[config.mk]
export PLATFORM = sky130hd
export DESIGN_NAME = rom_stream_reader
export DESIGN_NICKNAME = d
export VERILOG_FILES = /design/src/rtl/rom_stream_reader.sv
export SDC_FILE = /design/constraint.sdc
export NUM_CORES = 1
export LEC_CHECK = 0
export BUFFER_PORTS_ARGS = -buffer_cell sky130_fd_sc_hd__buf_2
export CAP_MARGIN = 20
export CORE_ASPECT_RATIO = 1.1
export CORE_MARGIN = 3
export CORE_UTILIZATION = 46
export CTS_CLUSTER_SIZE = 10
export DETAILED_ROUTE_END_ITERATION = 10
export GPL_ROUTABILITY_DRIVEN = 0
export HOLD_SLACK_MARGIN = 0.05
export PLACE_DENSITY = 0.75
export SLEW_MARGIN = 20
export SYNTH_ARGS = -nofsm -noshare
export SYNTH_HDL_FRONTEND = slang
export SYNTH_SLANG_ARGS = --single-unit
[constraint.sdc]
create_clock -name CLK -period 1.6 [get_ports CLK]
set_input_delay 0.24 -clock CLK [delete_from_list [all_inputs] [get_ports CLK]]
set_output_delay 0.24 -clock CLK [all_outputs]
set_load 0.01 [all_outputs]
[src/rtl/rom_stream_reader.sv]
// rom_stream_reader: command-driven sequencer for an async-read ROM.
// Takes a (base, stride, length) command, walks the ROM address with
// modulo-DEPTH wrap, and returns the words as a valid/ready stream that
// carries a last-beat flag. Sustains one beat per clock when the sink is
// always ready, and holds the beat stable while the sink stalls.
module rom_stream_reader #(
    parameter int WIDTH  = 5,
    parameter int DEPTH  = 4,
    parameter int ADDR_W = $clog2(DEPTH),
    parameter int CNT_W  = 8
) (
    input  logic              CLK,
    input  logic              RESET,
    input  logic              CMD_VALID,
    output logic              CMD_READY,
    input  logic [ADDR_W-1:0] CMD_BASE,
    input  logic [ADDR_W-1:0] CMD_STRIDE,
    input  logic [CNT_W-1:0]  CMD_LEN,
    output logic [ADDR_W-1:0] RADDR,
    input  logic [WIDTH-1:0]  RDATA,
    output logic              O_VALID,
    input  logic              O_READY,
    output logic [WIDTH-1:0]  O_DATA,
    output logic              O_LAST,
    output logic              BUSY,
    output logic              DONE,
    output logic              ERR
);

    typedef enum logic [1:0] {
        IDLE  = 2'd0,
        RUN   = 2'd1,
        DRAIN = 2'd2
    } state_t;

    // DEPTH fits in ADDR_W+1 bits. Every range compare uses this width.
    localparam logic [ADDR_W:0] DEPTH_W = (ADDR_W + 1)'(DEPTH);

    state_t             state_reg;
    logic [ADDR_W-1:0]  addr_reg;
    logic [ADDR_W-1:0]  stride_reg;
    logic [CNT_W-1:0]   remaining_reg;
    logic [WIDTH-1:0]   o_data_reg;
    logic               o_valid_reg;
    logic               o_last_reg;
    logic               done_reg;
    logic               err_reg;

    logic               load;
    logic               last_load;
    logic               cmd_bad;
    logic [ADDR_W:0]    addr_sum;
    logic [ADDR_W:0]    addr_wrapped;
    logic [ADDR_W-1:0]  addr_next;

    // The output register can take a new word when it is empty or when its
    // current word leaves in this cycle. This gives a bubble-free stream.
    assign load      = !o_valid_reg || O_READY;
    assign last_load = (remaining_reg == CNT_W'(1));

    // A base or stride that lies outside the ROM makes the command invalid.
    assign cmd_bad = ({1'b0, CMD_BASE} >= DEPTH_W) || ({1'b0, CMD_STRIDE} >= DEPTH_W);

    // Next address is (addr + stride) mod DEPTH. The sum is one bit wider so
    // that a non-power-of-two DEPTH wraps correctly. The subtraction can
    // happen only once, because both operands are below DEPTH.
    assign addr_sum     = {1'b0, addr_reg} + {1'b0, stride_reg};
    assign addr_wrapped = addr_sum - DEPTH_W;
    assign addr_next    = (addr_sum >= DEPTH_W) ? addr_wrapped[ADDR_W-1:0]
                                                : addr_sum[ADDR_W-1:0];

    // Sequencer FSM together with the output register and the status pulses.
    always_ff @(posedge CLK) begin
        if (RESET) begin
            state_reg     <= IDLE;
            addr_reg      <= '0;
            stride_reg    <= '0;
            remaining_reg <= '0;
            o_data_reg    <= '0;
            o_valid_reg   <= 1'b0;
            o_last_reg    <= 1'b0;
            done_reg      <= 1'b0;
            err_reg       <= 1'b0;
        end else begin
            done_reg <= 1'b0;
            err_reg  <= 1'b0;
            case (state_reg)
                IDLE: begin
                    if (CMD_VALID) begin
                        if (cmd_bad) begin
                            err_reg <= 1'b1;
                        end else if (CMD_LEN == '0) begin
                            done_reg <= 1'b1;
                        end else begin
                            addr_reg      <= CMD_BASE;
                            stride_reg    <= CMD_STRIDE;
                            remaining_reg <= CMD_LEN;
                            state_reg     <= RUN;
                        end
                    end
                end
                RUN: begin
                    if (load) begin
                        o_data_reg    <= RDATA;
                        o_valid_reg   <= 1'b1;
                        o_last_reg    <= last_load;
                        remaining_reg <= remaining_reg - CNT_W'(1);
                        addr_reg      <= addr_next;
                        if (last_load) begin
                            state_reg <= DRAIN;
                        end
                    end
                end
                DRAIN: begin
                    if (o_valid_reg && O_READY) begin
                        o_valid_reg <= 1'b0;
                        o_last_reg  <= 1'b0;
                        done_reg    <= 1'b1;
                        state_reg   <= IDLE;
                    end
                end
                default: begin
                    state_reg <= IDLE;
                end
            endcase
        end
    end

    assign CMD_READY = (state_reg == IDLE);
    assign BUSY      = (state_reg != IDLE);
    assign RADDR     = addr_reg;
    assign O_VALID   = o_valid_reg;
    assign O_DATA    = o_data_reg;
    assign O_LAST    = o_last_reg;
    assign DONE      = done_reg;
    assign ERR       = err_reg;

endmodule

==> results.sh, run 1 <==
export IMPL_status="complete, no violations"
export IMPL_hp_class="in2reg"
export IMPL_p_int_uw=1090
export IMPL_place_ws_ns=-0.206
export IMPL_cp_cell_sequence="nor4_2 > buf_4 > and4bb_2 > a21oi_1 > o211a_1"
export IMPL_setup_ws_ns=0.0954
export IMPL_synth_area_mm2=0.00121
export IMPL_dieArea_mm2=0.00329
export IMPL_holdPathStages=3
export IMPL_syn_to_final_growth_pct=25.2
export IMPL_synth_async_sr_flop_share=0
export IMPL_hpwlAfterDp_um=2350
export IMPL_worstPathArrival_ns=1.72
export IMPL_fillers=211
export IMPL_pwr_density_cell_mw_per_mm2=1050
export IMPL_vdd_drop_max_v=0.000668
export IMPL_multi_input_area_um2=702
export IMPL_seqCellArea_um2=440
export IMPL_combPwrFrac=0.316
export IMPL_initial_core_util=0.512
export IMPL_cp_end_kind="flop"
export IMPL_vias=1273
export IMPL_cts_buffers=3
export IMPL_rsz0062_at_grt="false"
export IMPL_hold_viol_final=0
export IMPL_p_sw_frac=0.314
export IMPL_finalPower_uw=1590
export IMPL_critPathMaxFanout=6
export IMPL_cts_hold_buf=0
export IMPL_cp_required_ns=1.81
export IMPL_cap_violations=0
export IMPL_rows=18
export IMPL_critPathSlowestCell="dfxtp_1"
export IMPL_cts_tree="yes"
export IMPL_synth_main_ff_cell="dfxtp_1"
export IMPL_remaining_drc_errors=0
export IMPL_cts_buffer_depth=2
export IMPL_stdcell_count=218
export IMPL_yosysSeqAreaShare=0.364
export IMPL_drt_iter0_markers=49
export IMPL_ys_warn_count=0
export IMPL_die_h_um=59.8
export IMPL_antenna_found_initial=0
export IMPL_wl_per_cell_um=14.1
export IMPL_cts_setup_buffers=0
export IMPL_setup_viol=0
export IMPL_htreeDepth=1
export IMPL_clkLatencyLatePin_ns=0.32
export IMPL_drv_slew=0
export IMPL_boundaryPins=34
export IMPL_grt_pass1_wl_um=5030
export IMPL_final_nets=213
export IMPL_ys_seq_elements=22
export IMPL_clk_pin_slew_ns=0.13
export IMPL_worst_setup_path_start_kind="flop"
export IMPL_synthDistinctLibCells=41
export IMPL_path_class="reg2reg"
export IMPL_yosysTopAreaCell="dfxtp_1"
export IMPL_fp_coreArea_mm2=0.00236
export IMPL_grt_max_degree=24
export IMPL_finalCritPeriodShare=0.940
export IMPL_synth_area_leaders="dfxtp_1 (36%), nand2_1 (8.4%), a21oi_1 (6.6%), ha_1 (3.1%), a221oi_1 (2.9%)"
export IMPL_track_usage=0.204
export IMPL_drive_above_1_share=0.319
export IMPL_via_per_inst=5.84
export IMPL_largest_reg_flops=8
export IMPL_syn_inst=148
export IMPL_grt_overflow=0
export IMPL_grt_pass1_vias=1171
export IMPL_dr_pass1_iters=4
export IMPL_syn_nets=172
export IMPL_clkPwrFrac=0.271
export IMPL_routed_wl_um=3080
export IMPL_root_buffer="clkbuf_4"
export IMPL_numPortBuffers=32
export IMPL_p_switching_uw=498
export IMPL_clock_skew_final_ns=0.00995
export IMPL_antenna_cells=0
export IMPL_antenna_left=0
export IMPL_power_leakage_uw=0.000680
export IMPL_finalSetupTns_ns=0
export IMPL_slowest_delay_ns=0.39
export IMPL_min_period_ns=1.50
export IMPL_synth_top_area_frac=0.364
export IMPL_cts_num_sinks=22
export IMPL_sequentialPowerShare=0.414
export IMPL_fmax_ghz=0.665
export IMPL_timing_hold_ws_ns=0.145
export IMPL_synth_avg_cell_area_um2=8.18
export IMPL_die_w_um=54.9
export IMPL_synth_enable_flop_cells=0
export IMPL_dp_cells=214
export IMPL_r2r_cells=5
cell usage after synthesis (all sizes together), types with 2 or more instances:
| cell type | n |
|---|---|
| clkbuf | 3 |
| nor3 | 6 |
| nand2b | 5 |
| dfxtp | 22 |
| o211a | 2 |
| nor4 | 2 |
| nor2b | 2 |
| nand3 | 3 |
| or4 | 2 |
| nand2 | 28 |
| a311oi | 2 |
| o22ai | 3 |
| a21oi | 16 |
| a21o | 3 |
| o211ai | 2 |
| o21ai | 3 |
| xnor2 | 2 |
| a32o | 3 |
| a31o | 2 |
| nor2 | 7 |
| a221oi | 4 |
| a211oi | 2 |
| buf | 7 |
| inv | 5 |
| ha | 3 |
critical path: cells and delay by family, from the launching register on:
family          cells  cell delay, ns
simple gates        2            0.55
flops               1            0.39
compound gates      2            0.28
buf+inv             1            0.18
layer usage:
metal  track usage  vias to the layer above  share of wire
li1              -                      612              -
met1         0.286                      592           0.43
met2         0.321                       61           0.48
met3        0.0224                        8          0.079
met4        0.0729                        0          0.013
met5             0                        -              0
power by group through the flow:
stage | Combinational, µW | Sequential [µW] | Clock, µW
2_1_floorplan | 319 | 666 | 0
3_3_place_gp | 476 | 661 | 0
3_5_place_dp | 491 | 664 | 0
4_1_cts | 493 | 653 | 436
5_1_grt | 557 | 666 | 453
6_report | 501 | 657 | 430
final timing paths:
| path | from | end | slack (ns) |
|---|---|---|---|
| setup / recovery | remaining_reg[2]$_SDFFE_PP0P_ | state_reg[0]$_SDFFE_PP0P_ | 0.1 |
| hold / removal | RDATA[3] | O_DATA[3]$_SDFFE_PP0P_ | 0.15 |
| setup reg to reg | remaining_reg[2]$_SDFFE_PP0P_ | state_reg[0]$_SDFFE_PP0P_ | 0.1 |
| hold reg to reg | O_DATA[4]$_SDFFE_PP0P_ | O_DATA[4]$_SDFFE_PP0P_ | 0.48 |
repair_timing:
action,in CTS,in global routing
gates resized for setup,0,3
endpoints found under the hold margin,0,0
endpoints found under the setup margin,0,9
stage by stage:
step / util / cell area [µm²]
finish: 0.641 / 1520
detailed placement: 0.615 / 1450
floorplan: - / 1210
global route: 0.641 / 1520
global placement: 0.615 / 1450
CTS: 0.637 / 1510
kinds of logic (layout without fill, tap and decap cells):
| group | after synthesis | in the layout | share of synthesized area |
|---|---|---|---|
| buffers and inverters | 15 | 55 | 0.0651 |
| DFF | 22 | 22 | 0.364 |
| other | 1 | 1 | 0.00310 |
| AOI/OAI and AO/OA | 44 | 44 | 0.269 |
| xor gates and xnor gates | 2 | 2 | 0.0145 |
| adders and majority gates | 3 | 3 | 0.0310 |
| and+or+nand+nor | 61 | 61 | 0.254 |
cells in the final DEF (no fill, tap or decap), types with 3 or more instances in the layout:
cell and n:
a32o_1 3, nor2_1 7, nand3_1 3, nor3_1 6
a21o_1 3, inv_1 5, buf_2 32, clkbuf_4 3
a21oi_1 16, nand2_1 26, buf_4 14, dfxtp_1 22
a221oi_1 4, ha_1 3, nand2b_1 5
area by class of cell:
type	count	area share
repair buffers	46	0.175
flip-flops and latches	22	0.290
clock buffers	3	0.0149
multi-input cells	111	0.463
inverters	5	0.0124
clock inverters	1	0.0198
well taps	30	0.0248
(Power assumes the default switching activity.)
==> run 2: changes to the inputs <==
Settings changed: PLACE_DENSITY 0.75 to 0.79.
==> run 2 against run 1 <==
Effect of this change:
- register-to-register slack gained 0.03 ns
- utilization shrank 1.1 points
- clock-buffer cell count grew 1
- clock skew shrank 0.0021 ns
- sequential power is essentially flat
- highest routed layer unchanged
==> results.sh, run 2 (synthesis gave the netlist of run 1 again) <==
export IMPL_cts_buffers=3
export IMPL_htreeDepth=1
export IMPL_finalCritPeriodShare=0.924
export IMPL_cts_buffer_depth=2
export IMPL_antenna_found_initial=0
export IMPL_finalSetupTns_ns=0
export IMPL_setup_viol=0
export IMPL_hpwlAfterDp_um=2340
export IMPL_antenna_left=0
export IMPL_drt_iter0_markers=55
export IMPL_boundaryPins=34
export IMPL_path_class="reg2reg"
export IMPL_root_buffer="clkbuf_4"
export IMPL_hold_viol_final=0
export IMPL_power_leakage_uw=0.000654
export IMPL_rsz0062_at_grt="false"
export IMPL_routed_wl_um=3140
export IMPL_track_usage=0.199
export IMPL_grt_overflow=0
export IMPL_largest_reg_flops=8
export IMPL_r2r_cells=5
export IMPL_cap_violations=0
export IMPL_critPathMaxFanout=9
export IMPL_layout_common_cells="buf_2 (32), nand2_1 (26), dfxtp_1 (22)"
export IMPL_initial_core_util=0.512
export IMPL_r2r_end="remaining_reg[1]$_SDFFE_PP0P_"
export IMPL_reg2reg_from="state_reg[0]$_SDFFE_PP0P_"
export IMPL_timing_hold_ws_ns=0.153
export IMPL_status="complete, no violations"
export IMPL_dieArea_mm2=0.00329
export IMPL_vdd_drop_max_v=0.000547
export IMPL_vias=1273
export IMPL_cts_num_sinks=22
export IMPL_place_ws_ns=-0.204
export IMPL_cp_required_ns=1.79
export IMPL_syn_to_final_growth_pct=23.0
export IMPL_holdPathStages=3
export IMPL_cts_setup_buffers=0
export IMPL_fillers=222
export IMPL_worst_setup_path_start_kind="flop"
export IMPL_drv_slew=0
export IMPL_via_per_inst=5.92
export IMPL_cts_tree="yes"
export IMPL_dr_pass1_iters=4
export IMPL_antenna_cells=0
export IMPL_pwr_density_cell_mw_per_mm2=981
export IMPL_worstPathArrival_ns=1.67
export IMPL_fmax_ghz=0.677
export IMPL_hp_class="in2reg"
export IMPL_remaining_drc_errors=0
export IMPL_worstHoldStart="CMD_STRIDE[1]"
export IMPL_cts_resized=0
export IMPL_die_h_um=59.8
export IMPL_setup_ws_ns=0.122
export IMPL_final_nets=210
export IMPL_stdcell_count=215
export IMPL_clock_skew_final_ns=0.00782
export IMPL_cp_end_kind="flop"
export IMPL_wl_per_cell_um=14.6
export IMPL_post_route_util=0.630
export IMPL_rrSetupSlack_ns=0.12
export IMPL_final_common_cell="buf_2"
export IMPL_clk_pin_slew_ns=0.12
export IMPL_min_period_ns=1.48
export IMPL_dp_cells=211
export IMPL_die_w_um=54.9
export IMPL_rows=18
export IMPL_grt_pass1_vias=1185
export IMPL_clkLatencyLatePin_ns=0.31
export IMPL_numPortBuffers=32
export IMPL_grt_max_degree=24
export IMPL_cts_hold_buf=0
export IMPL_drive_above_1_share=0.324
export IMPL_worstHoldEndpoint="stride_reg[1]$_SDFFE_PP0P_"
export IMPL_fp_coreArea_mm2=0.00236
export IMPL_grt_pass1_wl_um=4930
==> run 2: cell types whose count changed in the layout (fill, tap and decap cells not counted), sizes merged <==
cell    before  now
clkbuf       3    4
buf         46   43
bufinv       1    0
==> run 2: metal layers <==
metal | global-route usage | part of all wire | up-vias
met5 | 0 | 0 | -
met4 | 0.0764 | 0.020 | 0
met3 | 0.0274 | 0.078 | 12
met2 | 0.346 | 0.48 | 61
met1 | 0.240 | 0.42 | 588
li1 | - | - | 612
==> run 2: report_power, final <==
part / switching [µW] / total (µW) / internal, µW
registers: 55.0 / 660 / 605
clock network: 165 / 304 / 139
logic: 272 / 498 / 226
total: 492 / 1460 / 970
==> run 2: final cells by class <==
type / instances / area (µm²) / area share
flip-flops and latches: 22 / 440 / 0.296
multi-input cells: 111 / 714 / 0.479
well taps: 30 / 37.5 / 0.0252
inverters: 5 / 18.8 / 0.0126
repair buffers: 43 / 243 / 0.163
clock buffers: 4 / 36.3 / 0.0243
==> run 2: worst max path at each step <==
stage	startpoint	endpoint	slack, ns	depth (start not counted)
2_1_floorplan	remaining_reg[2]$_SDFFE_PP0P_	state_reg[0]$_SDFFE_PP0P_	0.05	4
3_3_place_gp	CMD_LEN[2]	remaining_reg[4]$_SDFFE_PP0P_	-0.14	5
3_5_place_dp	CMD_LEN[2]	remaining_reg[4]$_SDFFE_PP0P_	-0.20	5
4_1_cts	state_reg[0]$_SDFFE_PP0P_	remaining_reg[0]$_SDFFE_PP0P_	0.03	5
5_1_grt	state_reg[0]$_SDFFE_PP0P_	remaining_reg[6]$_SDFFE_PP0P_	0.02	5
6_report	state_reg[0]$_SDFFE_PP0P_	remaining_reg[1]$_SDFFE_PP0P_	0.12	5
==> run 2: per-stage QoR <==
| step | total power, µW | area [µm²] |
|---|---|---|
| 3_5_place_dp | 1140 | 1430 |
| 3_3_place_gp | 1120 | 1430 |
| 5_1_grt | 1550 | 1490 |
| 2_1_floorplan | 985 | 1210 |
| 4_1_cts | 1450 | 1470 |
| 6_report | 1460 | 1490 |
==> run 2: worst max-delay path, cell delays in order (launching register included) <==
cell      delay [ns]
dfxtp_1         0.44
nor2b_1         0.20
buf_4           0.20
nand2_2         0.15
a221oi_1        0.29
a211oi_1        0.09
